### src/rtl/uart_rx.sv
`default_nettype none
// +----------------------------------------------------------------------------+
// | Module   : uart_rx                                                         |
// | Purpose  : 8N1 UART receiver with valid/ready output and error pulses      |
// | Revision : 1.0  initial release                                            |
// +----------------------------------------------------------------------------+
module uart_rx #(
   parameter int CLKS_PER_BIT = 16
) (
   input  logic       clk,
   input  logic       rst_n,
   input  logic       UART_rx,
   output logic [7:0] rx_data,
   output logic       rx_valid,
   input  logic       rx_ready,
   output logic       frame_err,
   output logic       overrun
);

   localparam int c_CNT_W = (CLKS_PER_BIT > 2) ? $clog2(CLKS_PER_BIT) : 1;
   localparam logic [c_CNT_W-1:0] c_BIT_LAST  = c_CNT_W'(CLKS_PER_BIT - 1);
   localparam logic [c_CNT_W-1:0] c_HALF_LAST = c_CNT_W'(CLKS_PER_BIT / 2 - 1);
   localparam logic [c_CNT_W-1:0] c_CNT_ONE   = c_CNT_W'(1);

   localparam logic [2:0] c_IDLE  = 3'd0;
   localparam logic [2:0] c_START = 3'd1;
   localparam logic [2:0] c_DATA  = 3'd2;
   localparam logic [2:0] c_STOP  = 3'd3;
   localparam logic [2:0] c_BREAK = 3'd4;

   logic               r_sync_meta;
   logic               rx_sync;
   logic [2:0]         r_state;
   logic [c_CNT_W-1:0] r_cnt;
   logic [2:0]         r_bit_idx;
   logic [7:0]         r_shift;
   logic               r_done;
   logic               w_bit_end;

   assign w_bit_end = (r_cnt == c_BIT_LAST);

   always_ff @(posedge clk or negedge rst_n) begin
      if (!rst_n) begin
         r_sync_meta <= 1'b1;
         rx_sync     <= 1'b1;
      end else begin
         r_sync_meta <= UART_rx;
         rx_sync     <= r_sync_meta;
      end
   end

   always_ff @(posedge clk or negedge rst_n) begin
      if (!rst_n) begin
         r_state   <= c_IDLE;
         r_cnt     <= '0;
         r_bit_idx <= '0;
         r_shift   <= '0;
         r_done    <= 1'b0;
         frame_err <= 1'b0;
      end else begin
         r_done    <= 1'b0;
         frame_err <= 1'b0;
         case (r_state)
            c_IDLE: begin
               if (!rx_sync) begin
                  r_state <= c_START;
                  r_cnt   <= '0;
               end
            end
            c_START: begin
               // Mid-start-bit recheck rejects short glitches as false starts.
               if (r_cnt == c_HALF_LAST) begin
                  r_cnt     <= '0;
                  r_bit_idx <= '0;
                  r_state   <= rx_sync ? c_IDLE : c_DATA;
               end else begin
                  r_cnt <= r_cnt + c_CNT_ONE;
               end
            end
            c_DATA: begin
               if (w_bit_end) begin
                  r_cnt              <= '0;
                  r_shift[r_bit_idx] <= rx_sync;
                  r_bit_idx          <= r_bit_idx + 3'd1;
                  if (r_bit_idx == 3'd7) begin
                     r_state <= c_STOP;
                  end
               end else begin
                  r_cnt <= r_cnt + c_CNT_ONE;
               end
            end
            c_STOP: begin
               if (w_bit_end) begin
                  r_cnt <= '0;
                  if (rx_sync) begin
                     r_done  <= 1'b1;
                     r_state <= c_IDLE;
                  end else begin
                     frame_err <= 1'b1;
                     r_state   <= c_BREAK;
                  end
               end else begin
                  r_cnt <= r_cnt + c_CNT_ONE;
               end
            end
            c_BREAK: begin
               if (rx_sync) begin
                  r_state <= c_IDLE;
               end
            end
            default: r_state <= c_IDLE;
         endcase
      end
   end

   // A completed byte always wins over a same-cycle handshake; it only counts
   // as an overrun when the pending byte was not being taken.
   always_ff @(posedge clk or negedge rst_n) begin
      if (!rst_n) begin
         rx_data  <= 8'h00;
         rx_valid <= 1'b0;
         overrun  <= 1'b0;
      end else begin
         overrun <= 1'b0;
         if (r_done) begin
            rx_data  <= r_shift;
            rx_valid <= 1'b1;
            overrun  <= rx_valid & ~rx_ready;
         end else if (rx_valid && rx_ready) begin
            rx_valid <= 1'b0;
         end
      end
   end

endmodule
`default_nettype wire
### config.mk
export PLATFORM = sky130hd
export DESIGN_NAME = uart_rx
export DESIGN_NICKNAME = d
export VERILOG_FILES = /design/src/rtl/uart_rx.sv
export SDC_FILE = /design/constraint.sdc
export NUM_CORES = 1
export LEC_CHECK = 0
export CAP_MARGIN = 10
export CORE_UTILIZATION = 45
export CTS_BUF_LIST = sky130_fd_sc_hd__clkbuf_4 sky130_fd_sc_hd__clkbuf_8
export DETAILED_ROUTE_END_ITERATION = 10
export GPL_ROUTABILITY_DRIVEN = 0
export PLACE_DENSITY_LB_ADDON = 0.15
export SYNTH_ARGS = -nofsm -noshare
export SYNTH_HDL_FRONTEND = slang
export SYNTH_SLANG_ARGS = --single-unit
### constraint.sdc
create_clock -name clk -period 3.05 [get_ports clk]
set_clock_uncertainty 0.1 [all_clocks]
set_input_delay 0.7625 -clock clk [delete_from_list [all_inputs] [get_ports clk]]
set_output_delay 0.7625 -clock clk [all_outputs]
set_load 0.005 [all_outputs]
Word level (Yosys, flattened, before mapping):

Cells that the tools add are included.

* register bits: 32
* output and inout port bits: 11

* add/sub/neg operators: 2
* magnitude comparators: 2
* equal/unequal tests: 13
* multiplexer cells: 28
* bitwise gates (word level): 2
* reduce and logical (&&, ||, !) cells: 11

Operators with widths (number)
* 3-bit two-way mux: 9
* 3-bit case mux with 5 select lines: 1
* 4-bit two-way mux: 3
* 2-bit != test, second input constant: 6
* 4-bit case mux with 3 select lines: 1
* 1-bit two-way mux: 10
* 8-bit bitwise mux: 1
* 3-bit by 2-bit equality test with 1-bit output, second input constant: 2
* 3-bit equality test, second input constant: 2
* 3-bit case mux with 2 select lines: 1
* 6-bit AND reduction: 1
* 4-bit by 1-bit adder with 4-bit output, second input constant: 1
* 4-bit by 3-bit equality test with 1-bit output, second input constant: 1
* 4-bit equality test, second input constant: 1
* 3-bit by 4-bit less-than comparator with 1-bit output, second input constant: 1
* 2-bit AND reduction: 2
* 2-bit nonzero test: 2
* 3-bit by 1-bit adder with 3-bit output, second input constant: 1
* 1-bit demux with 3-bit select: 1
* 3-bit by 1-bit equality test with 1-bit output, second input constant: 1
* 3-bit by 1-bit >= comparator with 1-bit output, second input constant: 1
* 3-bit zero test: 1
* 3-bit AND reduction: 1
* 3-bit nonzero test: 1
* 5 further kinds: 6

Depth between registers and ports, before layout:

Gate-level depths: netlist (run 1).

* depth after elaboration: 5
* gate-level depth with buffers: 5

Worst setup path before layout (run 1):

OpenSTA, ideal clock, no wires.

* path kind: register to register
* start point: reg r_cnt[0]
* end point: reg r_shift[0]
* library setup time: 0.125 ns
* arrival time: 1.406 ns
* path slack: 1.419 ns
* stages on the path, launching flop included: 6
* buffers on the path: 1
* clock period less this slack: 1.631 ns
* path through: dfrtp_1 > ha_1 > and4b_1 > buf_2 > nand4_1 > mux2_2

* word-level cells in the longest chain between the ends: 2

RTL lines
* start, declared: line 34 `logic [c_CNT_W-1:0] r_cnt;`
* start signal, assigned: line 77 `r_cnt <= r_cnt + c_CNT_ONE;`
* start signal, assigned: line 89 `r_cnt <= r_cnt + c_CNT_ONE;`
* start signal, assigned: line 103 `r_cnt <= r_cnt + c_CNT_ONE;`
* 4-bit equality test: line 40 `assign w_bit_end = (r_cnt == c_BIT_LAST);`
* 2-bit AND reduction (no source line)
* end signal, assigned by index: line 83 `r_shift[r_bit_idx] <= rx_sync;`
* end, declared: line 36 `logic [7:0] r_shift;`

No other way between the ends.
A chain may end at the register's enable or synchronous reset.

Worst setup path after layout (run 1):

* start point: reg rx_valid
* end point: out rx_valid

RTL lines
* start, declared: line 14 `output logic rx_valid,`
* start signal, assigned: line 121 `rx_valid <= 1'b0;`
* start signal, assigned: line 127 `rx_valid <= 1'b1;`
* start signal, assigned: line 130 `rx_valid <= 1'b0;`

No word-level cell between the ends.

==> key figures, run 1 <==
Floorplan
  • Ports: 15
  • Core Area: 3030 sq um
  • Row count: 20
  • Die X: 58.3 um
  • Die area: 3390 sq um
  • Starting Density: about 47%
  • Die height: between 50 and 60 um

Routing
  • Drt total wl: roughly 2400 um
  • First DRT Iteration DRCs: 24
  • Routed vias/inst: 5.43
  • Final ANT Viol Nets: 0
  • First-pass DRT Iterations: 4
  • Routed vias: 944
  • Routed len/inst: 13.5 um
  • Drt drc: 0

Logic synthesis
  • Area leader, netlist: dfrtp_1
  • FF+latch count, synth: 32
  • Synthesized instance count: 115
  • Yosys top cell area share: 52.7%
  • Distinct cell type count after synthesis: 35
  • Post-synth EDFFs: 0
  • Mapped Area: 1420 sq um
  • Syn. warnings: 0
  • Synth Net Count: 122
  • Asr flop ratio synth: 100%
  • Main flop type after synthesis: dfrtp_1
  • Synth Area per Inst: around 12 sq um
  • Post-synthesis sequential area ratio: ~56%
  • Dominant cells by area after synthesis: dfrtp_1 53%, mux2_2 13%, dfstp_2 3.7%, nand4_1 3.1%, ha_1 2.6%

Clock tree
  • Post-CTS Resized: 0
  • Clock tree buffer depth: 2
  • Skew-Pair Late Insertion Delay: 330 ps
  • Post-CTS setup buffers: 0
  • Root buffer cell: clkbuf_4
  • Worst-path clk slew: roughly 90 ps
  • Total CTS buffers: 5
  • H-tree levels: 2
  • CTS sink count: 32
  • TritonCTS clock tree: done
  • CTS Hold Bufs: 0

Cells and area
  • Commonest non-fill, non-tap cell in the layout: dfrtp_1
  • P&R area growth vs syn: 15.5%
  • Most frequent cells in the layout: 30 x dfrtp_1, 16 x mux2_2, 14 x clkdlybuf4s50_1, 7 x nand4_1, 7 x clkbuf_4
  • Finished Layout Cells: 174
  • Core Util, Final: 54.3%
  • Reg area: 803 sq um
  • Fill count: 279
  • Final nets: about 140
  • Area of the multi-input gates: about 550 sq um
  • Diode count: 0
  • Share of cells above drive strength 1: 20.8%

Power
  • Peak VDD IR: between 300 and 400 uV
  • Leak Pwr: 0.757 nW
  • Cell area power density: roughly 620 nW/um^2

Timing
  • Period utilization: 67.4%
  • # setup viols final: 0
  • Final Hold Fails: 0
  • Final Max Tran Viols: 0
  • Tmin final: 2060 ps
  • TNS Setup: 0 ps
  • RSZ-0062 raised after global routing: false
  • Relative slew slack: between 60% and 70%
  • Slew at the pin closest to its max-slew limit: 456 ps
  • Max frequency: 486 MHz

Critical path
  • CP cell instances: clkdlybuf4s50_1
  • CP max-delay cell: clkdlybuf4s50_1
  • Worst Path Buf+Inv: 1
  • CP endpoint: rx_valid
  • Levels on crit path: 1
  • Worst-path maximum fanout: 3
  • CP Launch Type: flop
  • CP Class: flop to output port
  • Critical R2R Capture: r_shift[5]$_DFFE_PN0P_
  • Crit path required time: ~2200 ps
  • R2R Setup Slk: 1260 ps
  • WP data arrival: between 1000 and 1500 ps
  • Reg2Reg Depth: 4
  • CP startpoint: rx_valid$_DFFE_PN0P_
  • Delay of the slowest critical-path stage: 510 ps
  • Setup crit end kind: output port
  • Top delay family on crit path: buffers and inverters
  • Worst R2R Start: r_cnt[0]$_DFFE_PN0P_

Global routing
  • Largest net degree at the start of global routing: 33
  • Initial antenna violation count: 0
  • Vias in the first global route: 928
  • First-pass GRT wire length: 4040 um
  • Global Route Usage Sum: 16.5%
  • GRT overflow: 0

Placed design
  • IO Port Bufs: 14
  • DP Wirelength: between 1500 and 2000 um
  • Dpl cells: 166

Job
  • Max Cap Viol: 0

Worst hold path
  • Hold WC Path Type: flop to flop

Run status
  • Status: complete, no violations
[cell type report]
type                            count  area share (%)
Clock buffer                        8            4.03
Inverter                            6            1.37
Sequential cell                    32            48.9
Timing Repair Buffer               15            8.98
Multi-Input combinational cell     69            33.4
Tap cell                           44            3.35
[logic make-up (layout without fill, tap and decap cells)]
| family | count (synthesis) | count (layout) | share of synthesized area [%] |
|---|---|---|---|
| AND/OR/NAND/NOR | 30 | 30 | 12.4 |
| XOR/XNOR | 2 | 2 | 1.23 |
| AO/OA/AOI/OAI | 15 | 15 | 7.56 |
| multiplexers | 19 | 19 | 14.8 |
| flip-flops | 32 | 32 | 56.4 |
| buffers and inverters | 14 | 29 | 5.01 |
| adder cells (fa/ha/maj) | 3 | 3 | 2.64 |
[worst min path at each step]
stage | start | to | slack (ps) | cells after the start
final | r_sync_meta$_DFF_PN1_ | rx_sync$_DFF_PN1_ | 260 | 0
after floorplan | r_sync_meta$_DFF_PN1_ | rx_sync$_DFF_PN1_ | 250 | 0
after CTS | r_sync_meta$_DFF_PN1_ | rx_sync$_DFF_PN1_ | 260 | 0
after global routing | r_sync_meta$_DFF_PN1_ | rx_sync$_DFF_PN1_ | 270 | 0
after detailed placement | r_sync_meta$_DFF_PN1_ | rx_sync$_DFF_PN1_ | 250 | 0
after global placement | r_sync_meta$_DFF_PN1_ | rx_sync$_DFF_PN1_ | 250 | 0
[worst register-to-register path, cell delays in order (launching register included)]
cell and delay, ps:
dfrtp_1 390, ha_1 280, nand4b_1 210, nor4_1 330, mux2_2 370
[cell usage after synthesis, drive strengths merged (2+ instances only)]
cell type	count
a21oi	2
nand3	2
inv	6
o21ai	3
ha	3
nor2	6
nor4	4
clkbuf	2
mux2i	3
dfrtp	30
dfstp	2
mux2	16
nand4	7
nand2	2
buf	6
nand3b	2
o2bb2ai	2
a21o	2
[per-stage QoR]
stage / power, W / cell area [sq um] / setup slack [ps] / hold slack (ps)
2_1_floorplan: 0.000736 / 1420 / 1420 / 245
3_3_place_gp: 0.000760 / 1580 / 1340 / 247
3_5_place_dp: 0.000769 / 1580 / 1260 / 248
4_1_cts: 0.00104 / 1640 / 972 / 261
5_1_grt: 0.00109 / 1640 / 925 / 267
6_report: 0.00103 / 1640 / 994 / 259
[registers in the layout, indices dropped and copies added, names as in the netlist]
register and count:
rx_sync 1, r_state 3, r_sync_meta 1, rx_data 8, frame_err 1, r_bit_idx 3
r_cnt 4, r_shift 8, rx_valid 1, overrun 1, r_done 1
[power by group]
part	total [W]	internal [W]	switching, W
Combinational	0.000207	0.0000985	0.000108
Sequential	0.000555	0.000471	0.0000836
Clock	0.000264	0.000131	0.000133
[layer usage]
metal  share of wire [%]  global-route usage [%]  vias up
met4                 2.9                    11.2        0
met3                 2.7                    4.69        8
met5                   0                       0        -
li1                    -                       -      447
met2                  46                    25.1       17
met1                  49                    20.2      472
No activity file was read; power rests on OpenSTA's default activity.
==> run 2, diff against run 1 <==
==> constraint.sdc (replaced) <==
create_clock -name clk -period 2.1 [get_ports clk]
set_clock_uncertainty 0.1 [all_clocks]
set_input_delay 0.525 -clock clk [delete_from_list [all_inputs] [get_ports clk]]
set_output_delay 0.525 -clock clk [all_outputs]
set_load 0.005 [all_outputs]
==> key figures, run 2 (synthesis results as in run 1) <==
Run status
  • Status: complete, no violations

Floorplan
  • Starting Density: 47.0% (unchanged)
  • Die X: 58.3 um (unchanged)
  • Row count: 20 (unchanged)
  • Ports: 15 (unchanged)
  • Die area: 3390 sq um (unchanged)
  • Die height: 58.3 um (unchanged)
  • Core Area: 3030 sq um (unchanged)

Cells and area
  • Finished Layout Cells: 174 (unchanged)
  • Share of cells above drive strength 1: 20.8% (unchanged)
  • Most frequent cells in the layout: 30 x dfrtp_1, 16 x mux2_2, 14 x clkdlybuf4s50_1, 7 x nand4_1
  • P&R area growth vs syn: 15.9%
  • Final nets: 136 (unchanged)
  • Diode count: 0 (unchanged)
  • Commonest non-fill, non-tap cell in the layout: dfrtp_1
  • Biggest regs: r_shift x8, rx_data x8, r_cnt x4

Timing
  • Final Max Tran Viols: 0 (unchanged)
  • Relative slew slack: 71.4% (+1.8 points)
  • RSZ-0062 raised after global routing: false
  • # setup viols final: 0 (unchanged)
  • Slew at the pin closest to its max-slew limit: 429 ps (-27.1 ps)
  • Tmin final: 1820 ps
  • Final Hold Fails: 0 (unchanged)
  • Period utilization: 86.8%
  • TNS Setup: 0 ps (unchanged)
  • Max frequency: 549 MHz

Global routing
  • Busiest grt layer: met2
  • Global Route Usage Sum: 16.4% (about the same)
  • Largest net degree at the start of global routing: 33 (unchanged)
  • Met1 usage: 20.9% (+0.70 points)
  • GR met2 Demand/Resource: 23.8% (-1.3 points)
  • Met3 Usage GRT: 4.69% (unchanged)
  • Vias in the first global route: 865 (-6.8%)
  • Initial antenna violation count: 0 (unchanged)
  • First-pass GRT wire length: 3950 um (-2.2%)
  • GRT overflow: 0 (unchanged)

Critical path
  • Setup crit end kind: output port
  • CP Class: flop to output port
  • Critical R2R Capture: r_shift[4]$_DFFE_PN0P_
  • WP data arrival: 1200 ps (about the same)
  • Crit path required time: 1470 ps (-720 ps)
  • Delay of the slowest critical-path stage: 500 ps (about the same)
  • Worst Path Buf+Inv: 1 (unchanged)
  • Top delay family on crit path: buffers and inverters
  • R2R Setup Slk: 350 ps (-910 ps)
  • Worst-path maximum fanout: 2 (-1)
  • CP startpoint: rx_data[2]$_DFFE_PN0P_
  • CP cell instances: clkdlybuf4s50_1
  • Levels on crit path: 1 (unchanged)
  • CP endpoint: rx_data[2]
  • CP Launch Type: flop
  • Reg2Reg Depth: 4 (unchanged)
  • CP max-delay cell: clkdlybuf4s50_1
  • Worst R2R Start: r_cnt[0]$_DFFE_PN0P_

Clock tree
  • Post-CTS setup buffers: 0 (unchanged)
  • CTS Hold Bufs: 0 (unchanged)
  • Worst-path clk slew: 100 ps (about the same)
  • Clock tree buffer depth: 2 (unchanged)
  • TritonCTS clock tree: done
  • CTS sink count: 32 (unchanged)
  • Skew-Pair Late Insertion Delay: 340 ps (about the same)
  • Root buffer cell: clkbuf_4
  • H-tree levels: 2 (unchanged)
  • Total CTS buffers: 5 (unchanged)
  • Post-CTS Resized: 0 (unchanged)

Placed design
  • Dpl cells: 166 (unchanged)
  • DP Wirelength: 1590 um (-0.17%)
  • IO Port Bufs: 14 (unchanged)

Routing
  • Drt total wl: 2330 um (-0.89%)
  • First DRT Iteration DRCs: 21 (-13%)
  • Routed len/inst: 13.4 um (-0.89%)
  • Drt drc: 0 (unchanged)
  • First-pass DRT Iterations: 3 (-1)
  • Routed vias: 921 (-2.4%)
  • Routed vias/inst: 5.29 (-2.4%)
  • Final ANT Viol Nets: 0 (unchanged)

Power
  • Peak VDD IR: 533 uV (+44%)
  • Leak Pwr: 0.759 nW (+0.34%)
  • Cell area power density: 916 nW/um^2 (+47%)

Job
  • Max Cap Viol: 0 (unchanged)

Worst hold path
  • Hold WC Path Type: flop to flop
## run 2: routing by layer
layer	share of wire, %	routed length (um)
met1	48	1120
met5	0	0
met2	46	1070
met3	2.8	66
met4	3.1	73
## run 2: worst min path at each step
| stage | startpoint | endpoint | slack [ps] | cells after the start |
|---|---|---|---|---|
| after floorplan | rst_n | frame_err$_DFF_PN0_ | 130 | 0 |
| after global placement | r_sync_meta$_DFF_PN1_ | rx_sync$_DFF_PN1_ | 250 | 0 |
| after detailed placement | r_sync_meta$_DFF_PN1_ | rx_sync$_DFF_PN1_ | 250 | 0 |
| after CTS | r_sync_meta$_DFF_PN1_ | rx_sync$_DFF_PN1_ | 260 | 0 |
| after global routing | r_sync_meta$_DFF_PN1_ | rx_sync$_DFF_PN1_ | 270 | 0 |
| final | r_sync_meta$_DFF_PN1_ | rx_sync$_DFF_PN1_ | 260 | 0 |
## run 2: final cells by class
type                            instances  area [sq um]
Multi-Input combinational cell         69           549
Tap cell                               44          55.1
Clock buffer                            8          72.6
Sequential cell                        32           803
Inverter                                6          22.5
Fill cell                             273          1380
Timing Repair Buffer                   15           148
## run 2: stage by stage
step	cell area [sq um]	hold WS, ps	total power (W)	setup slack [ps]	utilization [%]
floorplan	1420	129	0.00107	469	-
global placement	1580	247	0.00111	394	52.1
detailed placement	1580	250	0.00112	342	52.1
CTS	1650	264	0.00154	250	54.5
global route	1650	267	0.00161	199	54.5
finish	1650	263	0.00151	278	54.5
## run 2: power by group
part	internal, W	switching (W)	total [W]
logic	0.000143	0.000154	0.000297
registers	0.000685	0.000120	0.000805
clock network	0.000210	0.000200	0.000409
==> RTL edit (config.mk and constraints of run 2) <==
Put one more register stage on the output `frame_err`, with the module's reset. The value now appears one clock later. The other outputs are not delayed to match.
--- a/src/rtl/uart_rx.sv
+++ b/src/rtl/uart_rx.sv
@@ -30,2 +30,4 @@
 
+   logic frame_err_s0;
+
    logic               r_sync_meta;
@@ -58,6 +60,6 @@
          r_done    <= 1'b0;
-         frame_err <= 1'b0;
+         frame_err_s0 <= 1'b0;
       end else begin
          r_done    <= 1'b0;
-         frame_err <= 1'b0;
+         frame_err_s0 <= 1'b0;
          case (r_state)
@@ -98,3 +100,3 @@
                   end else begin
-                     frame_err <= 1'b1;
+                     frame_err_s0 <= 1'b1;
                      r_state   <= c_BREAK;
@@ -134,2 +136,10 @@
 
+   always_ff @(posedge clk or negedge rst_n) begin
+      if (!rst_n) begin
+         frame_err <= '0;
+      end else begin
+         frame_err <= frame_err_s0;
+      end
+   end
+
 endmodule
Formal check against the unedited RTL: no difference found for any inputs over 10 cycles, from zero or initial values and one cycle with rst_n low; that may be too few to reach the edited logic, so the function may still have changed.
==> RTL edit against run 2 <==
  * Setup slack lost 2.1 ps
  * Final area grew 2.0%
  * Sequential cell count grew 1
  * Routed wire length shrank 1.8%
  * Utilization grew 0.21 points
  * Sequential share of layout area grew 0.51 points
  * Synthesized area grew 3.3%
  * Critical path depth is the same
  * Power shrank 4.6%
  * Synthesized cell count shrank 1.7%
  * Global-route usage shrank 0.63 points
  * Final cell count shrank 1.7%
  * Count of clock-buffer cells in the layout is the same
  * Critical path type unchanged
==> RTL edit: results (changes against run 2) <==
vias in the first global route=882 (+2.0%); initial antenna violation count=0 (unchanged); Hold WC Path Type=reg -> reg; fraction of layout cells with a size suffix above 1=22.8% (+2.1 points); top cells by area, synth=dfrtp_1 (53%), mux2_2 (11%), dfstp_2 (3.6%); clk buf depth=2 (unchanged); Synth Instances=113 (-1.7%); Global Route met1 Usage=20.3% (-0.62 points); multiplexer share of the synthesized area=15.1% (+0.37 points); drt first pass iters=4 (+1); fin nets=133 (-2.2%); Seq/Total Area, Yosys=56.3% (-0.12 points); DP HPWL=1570 um (-1.0%); CP Max Fanout=3 (+1); Synth Area in Adders=2.55% (-0.085 points); worst slack, placed=384 ps (+41.5 ps); Critical Path Slowest Stage Cell=clkdlybuf4s50_1; met2 Use GR=24.2% (+0.43 points); Rel. slew slack=70.0% (-1.3 points); Via density=5.20 (-1.8%); placed cell area=1620 um2 (+2.9%); largest net degree at the start of global routing=34 (+3.0%); post-synthesis xor/xnor area fraction=1.19% (-0.040 points); post-synth cell types=38 (+8.6%); crit path from=rx_valid; total wire length=2290 um (-1.8%); filler instances=280 (+2.6%); met3 usage=4.59% (-0.10 points); GRT Overall Usage=15.8% (-0.63 points); drt wl/cell=13.4 um (about the same); initial DRC count=14 (-33%); Peak VDD IR=444 uV (-17%); first-pass GRT wire length=4010 um (+1.6%); Placed Instances=163 (-1.8%); Skew-Pair Late Insertion Delay=320 ps (-20 ps); Synth top cells by count=dfrtp_1 (31), mux2_2 (14), nor2_1 (6); status=completed; Leak=0.820 nW (+8.0%); syn_nets=120 (-1.6%); Synth Area in Compound Gates=7.31% (-0.24 points)
==> RTL edit: cell count changes after synthesis, sizes merged, moves of 2 or more <==
cell	before	now
nor4b	0	2
nand4	7	2
a22o	1	3
mux2	16	18
and2	0	2
inv	6	3
o21ai	3	0
nor4	4	2
==> RTL edit: cell type report <==
class / instances / area [um2] / area share (%)
sequential: 33 / 828 / 49.2
multi-input combinational: 68 / 582 / 34.5
timing repair buffer: 15 / 148 / 8.77
clock buffer: 8 / 60.1 / 3.57
tap: 44 / 55.1 / 3.27
inverter: 3 / 11.3 / 0.669
==> RTL edit: cells by family (layout without fill, tap and decap cells) <==
family                   Yosys count  in the layout
flip-flops                        33             33
AND/OR/NAND/NOR                   29             29
multiplexers                      20             20
AO/OA/AOI/OAI                     14             14
buffers and inverters             12             26
adder cells (fa/ha/maj)            3              3
XOR/XNOR                           2              2
==> RTL edit: report_power, final <==
group          internal (mW)  total (mW)  leakage, nW  switching, mW
clock                  0.172       0.364       0.0368          0.192
combinational          0.138       0.269        0.337          0.131
sequential             0.698       0.810        0.446          0.112
==> RTL edit: path summary, 6_finish.rpt <==
path                               end  slack (ps)  depth (start not counted)
setup / recovery              rx_valid         280                          1
hold / removal               frame_err         260                          0
setup reg to reg            r_state[0]         370                          4
hold reg to reg              frame_err         260                          0
max in group asynchronous  r_sync_meta        1080                          2
min in group asynchronous    frame_err         480                          2
==> RTL edit: routing by layer <==
layer,up-vias,routed length (um)
met3,5,85
met1,441,1100
li1,428,-
met5,-,0
met4,0,32
met2,15,1070
